**config.mk**
```make
export PLATFORM = sky130hd
export DESIGN_NAME = median_window_ctrl_flat
export DESIGN_NICKNAME = d
export VERILOG_FILES = /design/src/rtl/median_window_ctrl_if.sv /design/src/rtl/median_window_ctrl.sv /design/src/flat_wrapper.sv
export SDC_FILE = /design/constraint.sdc
export NUM_CORES = 1
export LEC_CHECK = 0
export BUFFER_PORTS_ARGS = -buffer_cell sky130_fd_sc_hd__buf_4
export CORE_ASPECT_RATIO = 0.9
export CORE_MARGIN = 4
export CORE_UTILIZATION = 57
export CTS_CLUSTER_DIAMETER = 120
export CTS_CLUSTER_SIZE = 40
export DETAILED_ROUTE_END_ITERATION = 10
export HOLD_SLACK_MARGIN = 0.02
export PLACE_DENSITY = 0.88
export SLEW_MARGIN = 20
export SYNTH_ARGS = -nofsm -noshare
export SYNTH_HDL_FRONTEND = slang
export SYNTH_SLANG_ARGS = --single-unit
```
**constraint.sdc**
```tcl
create_clock -name clk -period 3.6 [get_ports clk]
set_input_delay 0.72 -clock clk [delete_from_list [all_inputs] [get_ports clk]]
set_output_delay 0.72 -clock clk [all_outputs]
set_load 0.1 [all_outputs]
```
**src/rtl/median_window_ctrl_if.sv**
```systemverilog
// median_window_ctrl_if
//   Pixel-in / median-out stream bundle for median_window_ctrl.
//   master : pixel source + median sink side (drives in_valid, in_pixel, out_ready)
//   slave  : the controller (drives in_ready, out_valid, out_pixel, out_last)
//   Signals:
//     in_valid/in_ready/in_pixel    raster-order input stream
//     out_valid/out_ready/out_pixel filtered output stream
//     out_last                      marks the final median of a frame
interface median_window_ctrl_if #(
  parameter int DATA_W = 8
);
  logic              in_valid;
  logic              in_ready;
  logic [DATA_W-1:0] in_pixel;
  logic              out_valid;
  logic              out_ready;
  logic [DATA_W-1:0] out_pixel;
  logic              out_last;

  modport master (
    output in_valid, in_pixel, out_ready,
    input  in_ready, out_valid, out_pixel, out_last
  );

  modport slave (
    input  in_valid, in_pixel, out_ready,
    output in_ready, out_valid, out_pixel, out_last
  );
endinterface

```
**src/rtl/median_window_ctrl.sv**
```systemverilog
// median_window_ctrl
//   Streams a raster image through two line buffers and a 3x3 window register,
//   presents each interior window to an external combinational median core and
//   returns the core result on a valid/ready stream with an end-of-frame flag.
//   Ports:
//     clk, rst          clock, synchronous active-high reset
//     s (slave)         input pixel stream and output median stream
//     win_x1..win_x9    window to the median core, row-major, win_x9 newest
//     core_median       combinational median of win_x1..win_x9
module median_window_ctrl #(
  parameter int DATA_W = 8,
  parameter int IMG_W  = 8,
  parameter int IMG_H  = 8
) (
  input  logic              clk,
  input  logic              rst,
  median_window_ctrl_if.slave s,
  output logic [DATA_W-1:0] win_x1,
  output logic [DATA_W-1:0] win_x2,
  output logic [DATA_W-1:0] win_x3,
  output logic [DATA_W-1:0] win_x4,
  output logic [DATA_W-1:0] win_x5,
  output logic [DATA_W-1:0] win_x6,
  output logic [DATA_W-1:0] win_x7,
  output logic [DATA_W-1:0] win_x8,
  output logic [DATA_W-1:0] win_x9,
  input  logic [DATA_W-1:0] core_median
);

  localparam int CW = $clog2(IMG_W);
  localparam int RW = $clog2(IMG_H);
  localparam logic [CW-1:0] COL_LAST = CW'(IMG_W - 1);
  localparam logic [RW-1:0] ROW_LAST = RW'(IMG_H - 1);
  localparam logic [CW-1:0] COL_ONE  = CW'(1);
  localparam logic [RW-1:0] ROW_ONE  = RW'(1);
  localparam logic [CW-1:0] COL_TWO  = CW'(2);
  localparam logic [RW-1:0] ROW_TWO  = RW'(2);

  logic [CW-1:0]     col_reg, col_next;
  logic [RW-1:0]     row_reg, row_next;
  logic [DATA_W-1:0] lb1 [IMG_W];
  logic [DATA_W-1:0] lb2 [IMG_W];
  logic [DATA_W-1:0] win_reg [9];
  logic [DATA_W-1:0] col_new [3];
  logic              wv_reg, wlast_reg;
  logic              out_valid_reg, out_last_reg;
  logic [DATA_W-1:0] out_pixel_reg;
  logic              accept, advance, qualify, is_last;

  // Output slot can take a new value when empty or being drained this cycle.
  assign advance    = !out_valid_reg || s.out_ready;
  assign s.in_ready = !wv_reg || advance;
  assign accept     = s.in_valid && s.in_ready;
  assign qualify    = (row_reg >= ROW_TWO) && (col_reg >= COL_TWO);
  assign is_last    = (row_reg == ROW_LAST) && (col_reg == COL_LAST);

  // Raster position counters.
  always_comb begin
    col_next = col_reg;
    row_next = row_reg;
    if (accept) begin
      if (col_reg == COL_LAST) begin
        col_next = '0;
        row_next = (row_reg == ROW_LAST) ? '0 : row_reg + ROW_ONE;
      end else begin
        col_next = col_reg + COL_ONE;
      end
    end
  end

  // Line buffers are read asynchronously so the new window column is formed
  // in the same cycle as the accept. Contents are never cleared: rows 0-1
  // only ever feed windows that are not emitted.
  always_ff @(posedge clk) begin
    if (accept) begin
      lb2[col_reg] <= lb1[col_reg];
      lb1[col_reg] <= s.in_pixel;
    end
  end

  // New column, top to bottom: row-2, row-1, current row.
  assign col_new[0] = lb2[col_reg];
  assign col_new[1] = lb1[col_reg];
  assign col_new[2] = s.in_pixel;

  // Each window row is a 3-deep shift register fed by its column entry.
  generate
    for (genvar gi = 0; gi < 3; gi++) begin : g_win_row
      always_ff @(posedge clk) begin
        if (rst) begin
          win_reg[3*gi]   <= '0;
          win_reg[3*gi+1] <= '0;
          win_reg[3*gi+2] <= '0;
        end else if (accept) begin
          win_reg[3*gi]   <= win_reg[3*gi+1];
          win_reg[3*gi+1] <= win_reg[3*gi+2];
          win_reg[3*gi+2] <= col_new[gi];
        end
      end
    end
  endgenerate

  always_ff @(posedge clk) begin
    if (rst) begin
      col_reg       <= '0;
      row_reg       <= '0;
      wv_reg        <= 1'b0;
      wlast_reg     <= 1'b0;
      out_valid_reg <= 1'b0;
      out_last_reg  <= 1'b0;
      out_pixel_reg <= '0;
    end else begin
      col_reg <= col_next;
      row_reg <= row_next;
      // An accept while wv is set implies advance, so the window being
      // replaced has already been consumed by the output stage.
      if (accept) begin
        wv_reg    <= qualify;
        wlast_reg <= is_last;
      end else if (advance) begin
        wv_reg <= 1'b0;
      end
      if (advance) begin
        out_valid_reg <= wv_reg;
        out_last_reg  <= wv_reg && wlast_reg;
        if (wv_reg) begin
          out_pixel_reg <= core_median;
        end
      end
    end
  end

  assign s.out_valid = out_valid_reg;
  assign s.out_last  = out_last_reg;
  assign s.out_pixel = out_pixel_reg;

  assign win_x1 = win_reg[0];
  assign win_x2 = win_reg[1];
  assign win_x3 = win_reg[2];
  assign win_x4 = win_reg[3];
  assign win_x5 = win_reg[4];
  assign win_x6 = win_reg[5];
  assign win_x7 = win_reg[6];
  assign win_x8 = win_reg[7];
  assign win_x9 = win_reg[8];

endmodule

```
**src/flat_wrapper.sv**
```systemverilog
// flat-port wrapper written by rule: the top's interface ports become plain ports
module median_window_ctrl_flat 
#(
  parameter int DATA_W = 8,
  parameter int IMG_W  = 8,
  parameter int IMG_H  = 8
)
  (clk, rst, win_x1, win_x2, win_x3, win_x4, win_x5, win_x6, win_x7, win_x8, win_x9, core_median, s_in_valid, s_in_pixel, s_out_ready, s_in_ready, s_out_valid, s_out_pixel, s_out_last);
  median_window_ctrl_if #(.DATA_W(DATA_W)) s_i ();
  input  logic clk;
  input  logic rst;
  output logic [DATA_W-1:0] win_x1;
  output logic [DATA_W-1:0] win_x2;
  output logic [DATA_W-1:0] win_x3;
  output logic [DATA_W-1:0] win_x4;
  output logic [DATA_W-1:0] win_x5;
  output logic [DATA_W-1:0] win_x6;
  output logic [DATA_W-1:0] win_x7;
  output logic [DATA_W-1:0] win_x8;
  output logic [DATA_W-1:0] win_x9;
  input  logic [DATA_W-1:0] core_median;
  input wire logic [$bits(s_i.in_valid)-1:0] s_in_valid;
  input wire logic [$bits(s_i.in_pixel)-1:0] s_in_pixel;
  input wire logic [$bits(s_i.out_ready)-1:0] s_out_ready;
  output wire logic [$bits(s_i.in_ready)-1:0] s_in_ready;
  output wire logic [$bits(s_i.out_valid)-1:0] s_out_valid;
  output wire logic [$bits(s_i.out_pixel)-1:0] s_out_pixel;
  output wire logic [$bits(s_i.out_last)-1:0] s_out_last;
  assign s_i.in_valid = s_in_valid;
  assign s_i.in_pixel = s_in_pixel;
  assign s_i.out_ready = s_out_ready;
  assign s_in_ready = s_i.in_ready;
  assign s_out_valid = s_i.out_valid;
  assign s_out_pixel = s_i.out_pixel;
  assign s_out_last = s_i.out_last;
  median_window_ctrl #(.DATA_W(DATA_W), .IMG_W(IMG_W), .IMG_H(IMG_H)) u_core (.clk(clk), .rst(rst), .s(s_i), .win_x1(win_x1), .win_x2(win_x2), .win_x3(win_x3), .win_x4(win_x4), .win_x5(win_x5), .win_x6(win_x6), .win_x7(win_x7), .win_x8(win_x8), .win_x9(win_x9), .core_median(core_median));
endmodule
```
==> run_results.csv <==
group,metric,value,unit
route,finalWirelength,16.1,mm
yosys,synthCells,508,
yosys,ys.flop_type,"edfxtp_1",
pwr,peakVddDrop,0.000299,V
worst_hold_path,min_path_type,"reg -> reg",
yosys,syn_nets,532,
floorplan,io_pins,103,
yosys,async_flop_share,0,%
cells_and_area,largest_reg_flops,72,
floorplan,die_y,124,um
grt,grt_pass1_vias,4680,
pwr,p_per_area,507,nW/um^2
timing,fin_crit_sh,77.0,%
place,dp_cells,790,
clock_network,cts_buffer_depth,3,
yosys,ys_ff_latch,221,
place,dpl.hpwl,10.3,mm
timing,timing.final.ws_setup,0.829,ns
yosys,synth_warnings,0,
critical_path,critical_path.max_stage_delay,0.55,ns
timing,drv_slew,0,
yosys,syn_avg_cell_area,16.7,sq um
place,port_buffers,102,
critical_path,arrival,2.05,ns
clock_network,cts_setup_buffers,0,
yosys,synth.area.top_cells,"edfxtp_1 (71%), dfxtp_1 (5.0%), mux2i_1 (4.7%)",
clock_network,cts_resized,0,
cells_and_area,layout_commonest_cell,"edfxtp_1",
timing,setup_viol,0,
timing,fin_crit,2.77,ns
pwr,total_power,4.92,mW
timing,worst_pin_slew,0.936,ns
cells_and_area,drive_above_1_share,25.8,%
floorplan,start_util,59.3,%
critical_path,cp_max_fo,13,
route,first_pass_iters,5,
timing,rsz0062_at_grt,"false",
clock_network,cts.reportedPaths.clkPinSlew,0.13,ns
run,maxCapViolCount,0,
route,wl_per_cell,20.1,um
critical_path,cp-start-kind,"flop",
route,ant_nets,0,
timing,fmax,361,MHz
critical_path,cp_cell_sequence,"and3b_1, clkinv_1, buf_4",
floorplan,fp-row-count,41,
timing,max_slew_margin,37.6,%
yosys,ys_types,36,
grt,gr-usage-all-layers,19.4,%
critical_path,critPathKind,"reg -> out",
yosys,yosys.area.top_type,"edfxtp_1",
clock_network,clock-sinks,221,
route,drc,0,
yosys,yosysSeqAreaShare,75.9,%
yosys,synth_edf_count,200,
cells_and_area,final_nets,632,
timing,hold_viol,0,
place,pre_cts_ws,0.814,ns
cells_and_area,antenna_cells,0,
floorplan,core_area,14300,sq um
cells_and_area,synthToLayoutAreaGrowth,14.7,%
pwr,total_leakage_power,3.48,nW
route,drt_iter0_drc,408,
floorplan,die_w,136,um
critical_path,worst_ep_required_time,2.88,ns
route,via_per_inst,5.84,
clock_network,clkLatencyLatePin,0.47,ns
grt,globalRoute.totalOverflow,0,
grt,grt_pass1_wl,25.1,mm
grt,grt_max_degree,73,
outcome,status,"complete, no violations",
yosys,synth_top_area_share,71.0,%
route,dr_total_vias,4679,
place,place_congestion,0.786,
clock_network,tritoncts,"yes",
timing,tns,0,ns
clock_network,htree_levels,1,
cells_and_area,finalNonFillerCells,801,
cells_and_area,mostFrequentLayoutCells,"edfxtp_1 (200), buf_4 (117), and2_1 (56)",
floorplan,design.die.area,16900,sq um
critical_path,crit_family,"buffers and inverters",
grt,antenna_found_initial,0,
critical_path,critical-path-slowest-cell,"dfxtp_1",
critical_path,crit_buf_inv,2,
clock_network,cts_buffers,9,
critical_path,critPathCaptureType,"output port",
yosys,synth_area,8460,sq um
timing,finalClockSkew,0.0232,ns
clock_network,holdBufCountCts,0,
clock_network,cts-root-buf,"clkbuf_16",
-- synthesized netlist by cell type, drive strengths merged (12+ instances only) --
cell type    n
buf         16
mux2i       40
edfxtp     200
o21ai       15
nor3        13
nor2        12
a22o        16
mux2        16
clkbuf      12
a21oi       18
and2        56
dfxtp       21
-- layout make-up --
| class | instances | area, sq um |
|---|---|---|
| clock buffers | 10 | 229 |
| clock inverters | 1 | 20.0 |
| fillers | 942 | 4560 |
| multi-input cells | 256 | 1900 |
| well taps | 193 | 241 |
| repair buffers | 117 | 878 |
| inverters | 3 | 13.8 |
| flip-flops and latches | 221 | 6430 |
-- routing by layer --
metal  wire (um)  track usage, %
met1        6430            25.8
met2        8130            33.9
met3        1230            3.03
met4         315            4.91
met5           0               0
-- worst min-delay path, cell delays in order (launching register included) --
cell	delay, ns
dfxtp_1	0.35
nand2_1	0.06
a21oi_1	0.05
-- where the power goes --
group          internal [mW]  total, mW  switching, mW
Combinational          0.172      0.783          0.610
Clock                  0.476       1.17          0.698
Sequential              2.92       2.97         0.0509
-- cell families after synthesis --
kind of cell,count (synthesis),synth area share [%]
AO/OA/AOI/OAI,74,6.19
adder cells (fa/ha/maj),4,0.591
buffers and inverters,31,2.13
flip-flops,221,75.9
multiplexers,56,6.86
AND/OR/NAND/NOR,122,8.29
-- worst paths after layout --
kind	startpoint	to	slack (ns)	depth (start not counted)
hold / removal	u_core.s.out_last	u_core.s.out_last	0.49	2
hold reg to reg	u_core.s.out_last	u_core.s.out_last	0.49	2
setup reg to reg	u_core.wv_reg	u_core.win_reg[0][1]	1.13	5
setup / recovery	u_core.wv_reg	s_in_ready	0.83	3
-- metrics by stage --
| stage | hold WS (ns) | instance area [sq um] | util, % |
|---|---|---|---|
| 2_1_floorplan | 0.450 | 8480 | - |
| 3_3_place_gp | 0.445 | 9460 | 66.3 |
| 3_5_place_dp | 0.461 | 9460 | 66.3 |
| 4_1_cts | 0.481 | 9710 | 68.1 |
| 5_1_grt | 0.481 | 9710 | 68.1 |
| 6_report | 0.488 | 9710 | 68.1 |
(Power assumes the default switching activity.)
